==> src/rtl/mem_responder_pkg.sv <==
// mem_responder_pkg: shared types and sizing for the memory responder.
package mem_responder_pkg;
  localparam int XLEN = 32;
  localparam int NUM_MEM_TAGS = 15;
  localparam int MEM_LATENCY_IN_CYCLES = 20;
  localparam int TAG_W = $clog2(NUM_MEM_TAGS + 1);
  localparam int BLK_W = XLEN - 3;
  localparam int CNT_W = $clog2(MEM_LATENCY_IN_CYCLES);
  typedef logic [TAG_W-1:0] MEM_TAG;
  typedef logic [63:0] MEM_BLOCK;
  typedef logic [XLEN-1:0] ADDR;
  typedef logic [BLK_W-1:0] BLK_IDX;
  typedef struct packed {
    logic valid;
    ADDR  addr;
  } I_ADDR_PACKET;
  typedef struct packed {
    logic             valid;
    MEM_TAG           tag;
    BLK_IDX           blk;
    logic [CNT_W-1:0] cnt;
  } MEM_REQ_ENTRY;
  function automatic logic [TAG_W-1:0] ptr_inc(input logic [TAG_W-1:0] p);
    return (p == TAG_W'(NUM_MEM_TAGS - 1)) ? '0 : p + 1'b1;
  endfunction
endpackage

==> src/rtl/mem_responder_tag_pool.sv <==
// mem_tag_pool: free-tag bitmask with lowest-free allocation and one release per cycle.
module mem_tag_pool
  import mem_responder_pkg::*;
(
  input  logic   clock,
  input  logic   reset,
  input  logic   alloc_i,
  input  MEM_TAG rel_tag_i,
  output logic   any_free_o,
  output MEM_TAG alloc_tag_o
);
  logic [NUM_MEM_TAGS:1] free_q, free_d;
  always_comb begin
    alloc_tag_o = '0;
    for (int i = NUM_MEM_TAGS; i >= 1; i--) alloc_tag_o = free_q[i] ? MEM_TAG'(i) : alloc_tag_o;
  end
  assign any_free_o = |free_q;
  always_comb begin
    free_d = free_q;
    if (alloc_i) free_d[alloc_tag_o] = 1'b0;
    if (rel_tag_i != '0) free_d[rel_tag_i] = 1'b1;
  end
  always_ff @(posedge clock or posedge reset)
    if (reset) free_q <= '1;
    else free_q <= free_d;
endmodule

==> src/rtl/mem_responder.sv <==
// mem_responder: arbitrates cache reads, tags them, and returns SRAM blocks after a fixed latency.
module mem_responder
  import mem_responder_pkg::*;
(
  input  logic             clock,
  input  logic             reset,
  input  I_ADDR_PACKET     icache_req_addr,
  input  logic             dcache_req_valid,
  input  ADDR              dcache_req_addr,
  output logic             icache_req_accepted,
  output logic             dcache_req_accepted,
  output MEM_TAG           current_req_tag,
  output MEM_BLOCK         mem_data,
  output MEM_TAG           mem_data_tag,
  output logic             sram_rd_en,
  output logic [XLEN-4:0]  sram_rd_addr,
  input  MEM_BLOCK         sram_rd_data
);
  MEM_REQ_ENTRY fifo_q [NUM_MEM_TAGS];
  MEM_REQ_ENTRY fifo_d [NUM_MEM_TAGS];
  logic [TAG_W-1:0] head_q, head_d, tail_q, tail_d;
  MEM_TAG ret_tag_q, alloc_tag;
  logic any_free, accept, issue;
  BLK_IDX req_blk;
  logic unused_addr_bits;
  mem_tag_pool u_pool (
    .clock       (clock),
    .reset       (reset),
    .alloc_i     (accept),
    .rel_tag_i   (ret_tag_q),
    .any_free_o  (any_free),
    .alloc_tag_o (alloc_tag)
  );
  assign dcache_req_accepted = !reset && any_free && dcache_req_valid;
  assign icache_req_accepted = !reset && any_free && icache_req_addr.valid && !dcache_req_valid;
  assign accept = dcache_req_accepted || icache_req_accepted;
  assign current_req_tag = accept ? alloc_tag : '0;
  assign req_blk = dcache_req_valid ? dcache_req_addr[XLEN-1:3] : icache_req_addr.addr[XLEN-1:3];
  assign unused_addr_bits = ^{dcache_req_addr[2:0], icache_req_addr.addr[2:0]};
  // Entries age in lockstep, so only the head can ever reach zero first.
  assign issue = fifo_q[head_q].valid && fifo_q[head_q].cnt == '0;
  assign sram_rd_en = issue;
  assign sram_rd_addr = fifo_q[head_q].blk;
  assign mem_data_tag = ret_tag_q;
  assign mem_data = (ret_tag_q != '0) ? sram_rd_data : '0;
  always_comb begin
    fifo_d = fifo_q;
    for (int i = 0; i < NUM_MEM_TAGS; i++)
      fifo_d[i].cnt = (fifo_q[i].valid && fifo_q[i].cnt != '0) ? fifo_q[i].cnt - 1'b1 : fifo_q[i].cnt;
    if (issue) fifo_d[head_q].valid = 1'b0;
    if (accept) fifo_d[tail_q] = '{valid: 1'b1, tag: alloc_tag, blk: req_blk, cnt: CNT_W'(MEM_LATENCY_IN_CYCLES - 2)};
    head_d = issue ? ptr_inc(head_q) : head_q;
    tail_d = accept ? ptr_inc(tail_q) : tail_q;
  end
  always_ff @(posedge clock or posedge reset)
    if (reset) begin
      for (int i = 0; i < NUM_MEM_TAGS; i++) fifo_q[i] <= '0;
      head_q <= '0;
      tail_q <= '0;
      ret_tag_q <= '0;
    end else begin
      fifo_q <= fifo_d;
      head_q <= head_d;
      tail_q <= tail_d;
      ret_tag_q <= issue ? fifo_q[head_q].tag : '0;
    end
endmodule

==> config.mk <==
export PLATFORM = sky130hd
export DESIGN_NAME = mem_responder
export DESIGN_NICKNAME = d
export VERILOG_FILES = /design/src/rtl/mem_responder_pkg.sv /design/src/rtl/mem_responder_tag_pool.sv /design/src/rtl/mem_responder.sv
export SDC_FILE = /design/constraint.sdc
export NUM_CORES = 2
export LEC_CHECK = 0
export ABC_CLOCK_PERIOD_IN_PS = 25900
export CAP_MARGIN = 10
export CORE_UTILIZATION = 55
export CTS_BUF_LIST = sky130_fd_sc_hd__clkbuf_2 sky130_fd_sc_hd__clkbuf_4 sky130_fd_sc_hd__clkbuf_8
export DETAILED_ROUTE_END_ITERATION = 12
export DONT_BUFFER_PORTS = 1
export PLACE_DENSITY = 0.7
export SLEW_MARGIN = 20
export SYNTH_ARGS = -nofsm -noshare
export SYNTH_HDL_FRONTEND = slang
export SYNTH_SLANG_ARGS = --single-unit
==> constraint.sdc <==
create_clock -name clock -period 25.9 [get_ports clock]
set_clock_uncertainty 0.1 [all_clocks]
set_input_delay 5.18 -clock clock [delete_from_list [all_inputs] [get_ports clock]]
set_output_delay 5.18 -clock clock [all_outputs]
set_load 0.03 [all_outputs]
==> metrics.yaml <==
powerDensity_nw_per_um2: 133
tightestPinTransition_ns: 1.05
max-vdd-ir-drop_v: 0.0000525
stdcell_area_um2: 30500
rsz0062_at_grt: "false"
syn_nets: 2843
root_buffer: "clkbuf_8"
leakagePower_nw: 13.6
cts_sinks: 612
synth_area_um2: 28200
finalHoldViolCount: 0
fin_crit_ns: 11.58
worstPathCellList: "o21bai_1, a41o_2, nor2_1"
final_antenna_net_count: 0
grt_max_degree: 154
vias: 20000
yosysSeqAreaShare_pct: 54.3
crit_fanout: 9
clk_latency_ns: 0.69
reg2reg_slack_ns: 20.49
ctsResizeCount: 0
dp_hpwl_um: 43400
cp_slowest_cell: "nor2_1"
clk_path_buf_depth: 3
post_dp_cell_area_um2: 28300
synth-compound-area-share_pct: 12.6
wl_um: 70400
synth_area_leaders: "dfrtp_1 (53%), mux4_2 (11%), o21ai_0 (9.4%), nand2_1 (8.2%), mux2i_1 (2.3%)"
synth_xor_area_share_pct: 1.37
r2r-end: "head_q[0]$_DFFE_PP0P_"
fmax_ghz: 0.0864
critPathLaunchType: "primary input"
drt-wirelength-per-cell_um: 20.9
path_clk_slew_ns: 0.06
crit_required_ns: 20.62
grtUsageTotal_pct: 27.5
rr_startpoint: "head_q[1]$_DFFE_PP0P_"
hold_path.class: "register to register"
postSynthAreaPerCell_um2: 10.5
fp.dieArea_um2: 52200
finalNetCount: 2763
overflow: 0
floorplan.initialDensity_pct: 56.0
rr_worst_depth: 8
worst_slew_margin_rel_pct: 27.8
ys.flop_type: "dfrtp_1"
syn2layout_area_growth_pct: 8.19
numCtsBuffers: 98
synth_fa_ha_area_share_pct: 0.665
syn_inst: 2696
coreArea_um2: 50400
synth_top_family_by_area: "simple AND/OR/NAND/NOR gates"
port-buffer-count: 0
end_kind: "output pin"
hold_start: "fifo_q[502]$_DFFE_PP0P_"
grt_pass1_vias: 20000
h-tree-depth: 3
drt-initial-drc-count: 1649
ios: 236
whs_path_depth: 2
antenna_found_initial: 3
slowest_delay_ns: 0.51
slew_violations: 0
gp_congestion: 0.871
rows: 82
min_delay_worst_endpoint: "fifo_q[502]$_DFFE_PP0P_"
yosysMostFrequentCell: "nand2_1"
grt_pass1_wl_um: 112000
cts_tree: "done"
yosysWarnings: 0
post_cts_buffers: 0
worstPathArrival_ns: 6.30
synthDistinctLibCells: 65
setup_viol: 0
die_h_um: 229
synth_common_cells: "nand2_1 (613), dfrtp_1 (597), o21ai_0 (530), mux4_2 (132), nor2_1 (104)"
synth-simple-area-share_pct: 13.8
fin_crit_sh_pct: 44.7
fin_setup_tns_ns: 0
netlist.area_leader.share_pct: 52.9
first_pass_iters: 10
drc: 0
async_flop_share_pct: 100
yosys.area.top_type: "dfrtp_1"
ys_seq_elements: 612
die_x_um: 229
path_class: "primary input to output pin"
drive_gt1_share_pct: 15.7
hold_buffers: 0
critPathBufInv: 0
crit_start: "reset"
via_per_inst: 5.93
status: "complete, no violations"
critPathTopFamily: "compound AO/OA/AOI/OAI gates"
muxShareOfSynthArea_pct: 12.8
cap_violations: 0
synth-edff-count: 0
[worst min-delay path, delay by kind of cell, from the launching register on]
kind / cells / cell delay (ns)
flops: 1 / 0.34
simple gates: 1 / 0.04
compound gates: 1 / 0.06
[placed cells by master (no fill, tap or decap), types with 5 or more instances in the layout]
master and count:
dfrtp_1 594, mux4_2 132, or2_2 10, clkinv_2 8, and2_1 5, xor2_1 15
o21ai_2 10, dfstp_2 15, clkbuf_8 128, o41ai_1 10, inv_1 42, nand2b_1 11
nor3_1 18, nor2_1 104, xnor2_1 29, nand2_2 6, a21oi_1 19, a211oi_1 5
nand2_1 613, nand3_1 19, nor2b_1 66, buf_4 32, mux2i_1 52, nor4_1 21
o31ai_1 7, or3_2 5, ha_1 15, o21ai_1 20, clkbuf_4 38, mux2i_2 12
o211ai_1 29, nand4_1 8, o21ai_0 530
[where the power goes]
| part | internal [mW] | switching (mW) | total [mW] |
|---|---|---|---|
| clock | 0.504 | 0.375 | 0.879 |
| combinational | 0.602 | 0.930 | 1.53 |
| sequential | 1.35 | 0.290 | 1.64 |
| total | 2.46 | 1.59 | 4.05 |
[metal layers]
layer	vias to the layer above	global-route usage [%]	wire length [µm]
li1	9181	-	-
met3	119	5.34	4310
met5	-	0	20
met1	10100	37.1	30100
met4	4	9.63	1860
met2	578	44.7	34000
[how the worst max path moves through the flow]
stage                          end  cells after the start
2_1_floorplan  icache_req_accepted                      2
3_3_place_gp   icache_req_accepted                      2
3_5_place_dp   icache_req_accepted                      2
4_1_cts        icache_req_accepted                      2
5_1_grt        icache_req_accepted                      2
6_report        current_req_tag[3]                      3
[sequential cells by signal, summed over array words and instances (netlist names)]
name,count
fifo_q,585
u_pool.free_q,15
head_q,4
mem_data_tag,4
tail_q,4
[through the flow]
stage	instances	util (%)	hold slack [ns]	worst slack [ns]	total power, mW
after floorplan	2696	-	0.344	0.973	2.82
after global placement	3187	56.2	0.356	14.32	3.11
after detailed placement	3187	56.2	0.365	14.28	3.19
after CTS	3364	60.5	0.378	14.28	4.08
after global routing	3366	60.6	0.397	14.21	4.31
final	3366	60.6	0.374	14.32	4.05
[area by class of cell]
type                    count  area, µm²
multi-input cells        1822      11700
fillers                  4057      19800
flip-flops and latches    612      15300
diodes                      1       2.50
inverters                  45        176
repair buffers             37        322
clock buffers             166       2050
well taps                 672        841
clock inverters            11       85.1
[logic make-up (layout without fill, tap and decap cells)]
logic type,count (synthesis),count (layout)
muxes,197,197
xor gates and xnor gates,44,44
other,0,1
and+or+nand+nor,911,911
DFF,612,612
buffers and inverters,262,259
adders and majority gates,15,15
AOI/OAI and AO/OA,655,655
Power figures use the tool's default switching activity.
